[src/rtl/fa_sched_pkg.sv]
// Shared types for the shared-FullAdder bit-serial add scheduler.
package fa_sched_pkg;

  typedef enum logic [1:0] {
    IDLE = 2'd0,
    RUN  = 2'd1,
    DONE = 2'd2
  } state_e;

  localparam logic OWN_A = 1'b0;
  localparam logic OWN_B = 1'b1;

endpackage

[src/rtl/fa_share_sched_fa.sv]
// Single-bit full adder cell; the one adder shared by both requesters.
module FullAdder (
  input  logic iA,
  input  logic iB,
  input  logic iCy,
  output logic oS,
  output logic oCy
);

  assign oS  = iA ^ iB ^ iCy;
  assign oCy = (iA & iB) | (iCy & (iA ^ iB));

endmodule

[src/rtl/fa_share_sched.sv]
// Round-robin scheduler that runs two requesters' adds bit-serially
// through one shared FullAdder, LSB first, one bit per clock.
module fa_share_sched
  import fa_sched_pkg::*;
#(
  parameter int unsigned WIDTH = 4
) (
  input  logic             iClk,
  input  logic             iRst_n,
  input  logic             iReqA,
  input  logic [WIDTH-1:0] iOpA_A,
  input  logic [WIDTH-1:0] iOpA_B,
  input  logic             iReqB,
  input  logic [WIDTH-1:0] iOpB_A,
  input  logic [WIDTH-1:0] iOpB_B,
  output logic             oGntA,
  output logic             oGntB,
  output logic             oBusy,
  output logic             oDone,
  output logic [WIDTH:0]   oSum,
  output logic             oOwner
);

  localparam int unsigned CNT_W = $clog2(WIDTH + 1);

  state_e           state_q;
  logic [WIDTH-1:0] x_q;
  logic [WIDTH-1:0] y_q;
  logic [WIDTH-1:0] res_q;
  logic [WIDTH-1:0] res_d;
  logic             cy_q;
  logic [CNT_W-1:0] cnt_q;
  logic             own_q;
  logic             rr_q;
  logic             gnt_a_q;
  logic             gnt_b_q;
  logic             busy_q;
  logic             done_q;
  logic [WIDTH:0]   sum_q;
  logic             owner_q;

  logic fa_s;
  logic fa_cy;
  logic any_req_c;
  logic win_b_c;
  logic last_c;

  FullAdder u_fa (
    .iA  (x_q[0]),
    .iB  (y_q[0]),
    .iCy (cy_q),
    .oS  (fa_s),
    .oCy (fa_cy)
  );

  // New sum bit enters at the MSB; after WIDTH shifts bit 0 sits at the LSB.
  assign res_d = WIDTH'({fa_s, res_q} >> 1);

  // rr_q high means B is favoured when both requesters are asking.
  assign any_req_c = iReqA | iReqB;
  assign win_b_c   = iReqB & (~iReqA | rr_q);
  assign last_c    = (cnt_q == CNT_W'(WIDTH - 1));

  always_ff @(posedge iClk or negedge iRst_n) begin
    if (!iRst_n) begin
      state_q <= IDLE;
      x_q     <= '0;
      y_q     <= '0;
      res_q   <= '0;
      cy_q    <= 1'b0;
      cnt_q   <= '0;
      own_q   <= OWN_A;
      rr_q    <= 1'b0;
      gnt_a_q <= 1'b0;
      gnt_b_q <= 1'b0;
      busy_q  <= 1'b0;
      done_q  <= 1'b0;
      sum_q   <= '0;
      owner_q <= OWN_A;
    end else begin
      gnt_a_q <= 1'b0;
      gnt_b_q <= 1'b0;
      done_q  <= 1'b0;
      case (state_q)
        IDLE: begin
          if (any_req_c) begin
            x_q     <= win_b_c ? iOpB_A : iOpA_A;
            y_q     <= win_b_c ? iOpB_B : iOpA_B;
            cy_q    <= 1'b0;
            cnt_q   <= '0;
            own_q   <= win_b_c ? OWN_B : OWN_A;
            rr_q    <= ~win_b_c;
            gnt_a_q <= ~win_b_c;
            gnt_b_q <= win_b_c;
            busy_q  <= 1'b1;
            state_q <= RUN;
          end
        end
        RUN: begin
          x_q   <= x_q >> 1;
          y_q   <= y_q >> 1;
          cy_q  <= fa_cy;
          res_q <= res_d;
          cnt_q <= cnt_q + CNT_W'(1);
          if (last_c) begin
            sum_q   <= {fa_cy, res_d};
            owner_q <= own_q;
            done_q  <= 1'b1;
            state_q <= DONE;
          end
        end
        DONE: begin
          busy_q  <= 1'b0;
          state_q <= IDLE;
        end
        default: begin
          busy_q  <= 1'b0;
          state_q <= IDLE;
        end
      endcase
    end
  end

  assign oGntA  = gnt_a_q;
  assign oGntB  = gnt_b_q;
  assign oBusy  = busy_q;
  assign oDone  = done_q;
  assign oSum   = sum_q;
  assign oOwner = owner_q;

endmodule

[config.mk]
export PLATFORM = sky130hd
export DESIGN_NAME = fa_share_sched
export DESIGN_NICKNAME = d
export VERILOG_FILES = /design/src/rtl/fa_sched_pkg.sv /design/src/rtl/fa_share_sched_fa.sv /design/src/rtl/fa_share_sched.sv
export SDC_FILE = /design/constraint.sdc
export NUM_CORES = 1
export LEC_CHECK = 0
export CAP_MARGIN = 20
export CORE_ASPECT_RATIO = 1.25
export CORE_UTILIZATION = 40
export CTS_BUF_LIST = sky130_fd_sc_hd__clkbuf_16
export DETAILED_ROUTE_END_ITERATION = 10
export PLACE_DENSITY = 0.69
export SLEW_MARGIN = 25
export SYNTH_ARGS = -nofsm -noshare
export SYNTH_HDL_FRONTEND = slang
export SYNTH_HIERARCHICAL = 1
export SYNTH_SLANG_ARGS = --single-unit
[constraint.sdc]
create_clock -name iClk -period 1.5 [get_ports iClk]
set_input_delay 0.225 -clock iClk [delete_from_list [all_inputs] [get_ports iClk]]
set_output_delay 0.225 -clock iClk [all_outputs]
set_load 0.01 [all_outputs]
### Yosys cells after proc, flatten, opt, wreduce, memory -nomap -nowiden

Index checks and enable logic that the tools add are counted.

* $add $sub $neg: 1
* eq/ne operators: 4
* muxes and demuxes: 22
* bitwise gates (word level): 11
* reduce and logical (&&, ||, !) cells: 7

Operator list (count)
* two-way mux 4 bit: 4
* case mux 4 bit (2 select lines): 2
* AND reduction 2 bit: 5
* two-way mux 1 bit: 9
* case mux 3 bit (2 select lines): 1
* two-way mux 2 bit: 2
* inequality test 2 bit (second input constant): 2
* case mux 1 bit (2 select lines): 2
* case mux 2 bit (2 select lines): 1
* adder 3 x 1 -> 3 bit (second input constant): 1
* AND 1 bit: 3
* equality test 3 x 2 -> 1 bit (second input constant): 1
* two-way mux 3 bit: 1
* inverter 1 bit: 3
* OR 1 bit: 3
* equality test 2 x 1 -> 1 bit (second input constant): 1
* logical NOT 2 bit: 1
* nonzero test 2 bit: 1
* XOR 1 bit: 2

* register bits after elaboration: 30
* bits of input ports: 20
* output and inout bits: 10
* logic and storage cells: 59

### Depth between registers and ports, before layout

* depth in word-level cells: 6
* gate-level depth with buffers: 5
* depth with buffers taken out: 5

### Hierarchy

The synthesis kept the hierarchy.

By module, submodules not included
* fa_share_sched: instances 1, cells an instance 108, area an instance 1287.5 um^2, sequential area each 725.7 um^2
* FullAdder: instances 1, cells an instance 1, area an instance 20.0 um^2, sequential area each 0.0 um^2

### Least setup slack after synthesis

OpenSTA, ideal clock, no wires.

* path kind: register to register
* start point: reg cnt_q[0]
* end point: reg sum_q[0] (netlist: oSum[0])
* arrival: 1.222 ns
* data required time: 1.375 ns
* slack: 0.152 ns
* cell stages (with the launch flop): 6
* path buffers: 0
* period minus slack after synthesis: 1.348 ns
* path through: dfrtp_1 ha_1 ha_1 nand2_8 inv_6 mux2_4

* longest elaborated chain between the ends: 2

Ends and longest elaborated chain
* start, declared: line fa_share_sched.sv:32 `logic [CNT_W-1:0] cnt_q;`
* start signal, assigned: line fa_share_sched.sv:104 `cnt_q <= cnt_q + CNT_W'(1);`
* equality test 3 x 2 -> 1 bit: line fa_share_sched.sv:62 `assign last_c = (cnt_q == CNT_W'(WIDTH - 1));`
* AND reduction 2 bit (no source line)
* end signal, assigned: line fa_share_sched.sv:106 `sum_q <= {fa_cy, res_d};`
* end, declared: line fa_share_sched.sv:39 `logic [WIDTH:0] sum_q;`

No other way between the ends.
A chain may end at the register's enable or synchronous reset.

### Final worst setup path

* start point: reg cnt_q[0]
* end point: reg sum_q[1] (netlist: oSum[1])

Same word-level chain as after synthesis.

==> results.cfg <==
[drt]
vias = 922
first_pass_iters = 4
ant_nets = 0
drt_iter0_markers = 14
post_drt_wl_per_cell_um = 13.05
drt-vias-per-instance = 5.066
drc_errors = 0
wirelength_mm = 2.375

[floorplanning]
die_area_um2 = 3503
start_util = 0.4318
die_w_um = 53.14
die_h_um = 65.92
coreArea_um2 = 3028
rows = 22
io-pin-count = 30

[yosys]
syn_nets = 132
synth_area_um2 = 1308
ys_types = 24
yosys.area.top_type = dfrtp_1
syn_inst = 109
ys_ff_latch = 29
synth_top_area_frac = 0.5550
yosysWarnings = 6
ys_top_cells_by_area = dfrtp_1 (56%), mux2_4 (6.9%), mux2i_1 (6.1%)
avgSynthCellArea_um2 = 12.00
synth-seq-area-share = 0.5550

[global_route]
grt_max_degree = 30
grtUsageTotal = 0.1772
antenna_found_initial = 0
first_global_vias = 1042
gr-total-overflow = 0
grt_pass1_wl_mm = 4.381

[placed_design]
place.gp.congestion = 0.7567
dp_hpwl_mm = 1.784
place_ws_ns = -0.1275
place_inst = 175
port_buffers = 29

[final_layout]
layout.core_utilization = 0.6012
areaGrowthSynthToFinish_pct = 39.23
layout.nets = 169
antenna_cells = 0
drive_above_1_share = 0.1781
final_cells = 182

[worst_setup_path]
crit_start = cnt_q[0]
reg2reg_slack_ns = 0.08
critical_path_arrival_ns = 1.57
r2r-end = oSum[1]
worstRegToRegCells = 5
start_kind = flip-flop
crit_fanout = 5
worstSetupPathType = reg2reg
endpoint_kind = flip-flop
critical_path.reg2reg.startpoint = cnt_q[0]
critPathRequiredTime_ns = 1.65

[sta]
setup_ws_ns = 0.08215
setup_viol = 0
fin_skew_ns = 0.002194
tightest_slew_ns = 0.3586
min_period_over_period = 0.9452
finalCriticalPeriod_ns = 1.418
finalSetupTns_ns = 0
slew_headroom = 0.7609
final_hold_viol_count = 0
drv_slew = 0
rsz0062_at_grt = no
max_freq_mhz = 705.3

[power]
p_leak_nw = 0.8858
powerDensity_nw_per_um2 = 2082
peakVddDrop_v = 0.001614

[clocking]
cts_hold_buf = 0
worst_skew_pair.late_latency_ns = 0.27
clockRootBuffer = clkbuf_16
cts_num_sinks = 29
cts_tree = built
cts_buffer_depth = 2
htreeDepth = 2
clkTransAtPathRegs_ns = 0.05
ctsResizeCount = 0
cts_buffers = 5
cts_setup_buffers = 0

[run_status]
status = finished, final reports clean

[worst_hold_path]
hp-class = in2async

[run]
drv_cap = 0
[layout by cell type (no fill, tap or decap), types with 2 or more instances in the layout]
| cell type | netlist | final |
|---|---|---|
| clkbuf_16 | 0 | 5 |
| mux2_4 | 6 | 6 |
| buf_12 | 0 | 3 |
| nand2_1 | 18 | 18 |
| buf_4 | 1 | 4 |
| o21ai_0 | 4 | 4 |
| o21ai_2 | 2 | 2 |
| clkdlybuf4s50_1 | 0 | 29 |
| inv_1 | 5 | 6 |
| a21o_1 | 2 | 2 |
| mux2i_1 | 8 | 8 |
| o211ai_2 | 2 | 2 |
| nand3_1 | 10 | 10 |
| o221ai_1 | 4 | 4 |
| dfrtp_1 | 29 | 29 |
| ha_1 | 2 | 2 |
| o21ai_1 | 2 | 2 |
| nor2_1 | 2 | 2 |
[critical path: stages, from the launching register on]
cell	delay, ns
dfrtp_1	0.38
ha_1	0.21
ha_1	0.26
nand2_8	0.11
inv_6	0.05
mux2_4	0.29
[through the flow]
step / instance area (µm²) / hold WS, ns / total power, mW
after floorplan: 1308 / -0.07059 / 2.330
after global placement: 1688 / 0.4620 / 2.871
after detailed placement: 1688 / 0.4777 / 2.944
after CTS: 1821 / 0.3463 / 3.859
after global routing: 1821 / 0.3752 / 4.094
final: 1821 / 0.3302 / 3.790
[where the power goes]
group          internal [mW]  switching [mW]  total (mW)
Combinational          0.849           0.718        1.57
Clock                  0.589           0.307       0.896
Sequential              1.14           0.191        1.33
[final cells by class]
type | count | area, µm²
Sequential cell | 29 | 725.7
Fill cell | 259 | 1207
Inverter | 7 | 31.28
Clock inverter | 2 | 7.507
Timing Repair Buffer | 36 | 380.4
Tap cell | 36 | 45.04
Clock buffer | 5 | 125.1
Multi-Input combinational cell | 67 | 505.5
[Yosys cell counts, drive strengths merged]
cell / n
dfrtp: 29
nand2: 19
nand3: 10
mux2i: 8
o21ai: 8
inv: 7
buf: 6
mux2: 6
o221ai: 4
a21o: 2
ha: 2
nor2: 2
o211ai: 2
and2b: 1
fa: 1
nand2b: 1
nor2b: 1
[metal layers]
layer  global-route usage  part of all wire  up-vias
li1                     -                 -      441
met1               0.1838              0.43      445
met2               0.3070              0.49       30
met3              0.05747             0.059        6
met4              0.09539             0.026        0
met5                    0                 0        -
[registers in the layout (all words and copies together), names as in the netlist]
register  count
state_q       2
oGntA         1
x_q           4
oDone         1
y_q           4
oGntB         1
res_q         3
oBusy         1
oOwner        1
cnt_q         3
rr_q          1
own_q         1
oSum          5
cy_q          1
[cell families after synthesis]
group,synth area share
DFF,0.5550
AOI/OAI and AO/OA,0.09377
muxes,0.1301
buffers and inverters,0.05837
adders and majority gates,0.03445
and+or+nand+nor,0.1282
[how the worst max path moves through the flow]
stage                         end  cells after the start
after CTS                 oSum[1]                      5
after global placement     y_q[1]                      6
after detailed placement   y_q[0]                      6
after floorplan           oSum[0]                      5
after global routing      oSum[1]                      5
final                     oSum[1]                      5
Note: power is estimated with default switching activity, not from simulation.
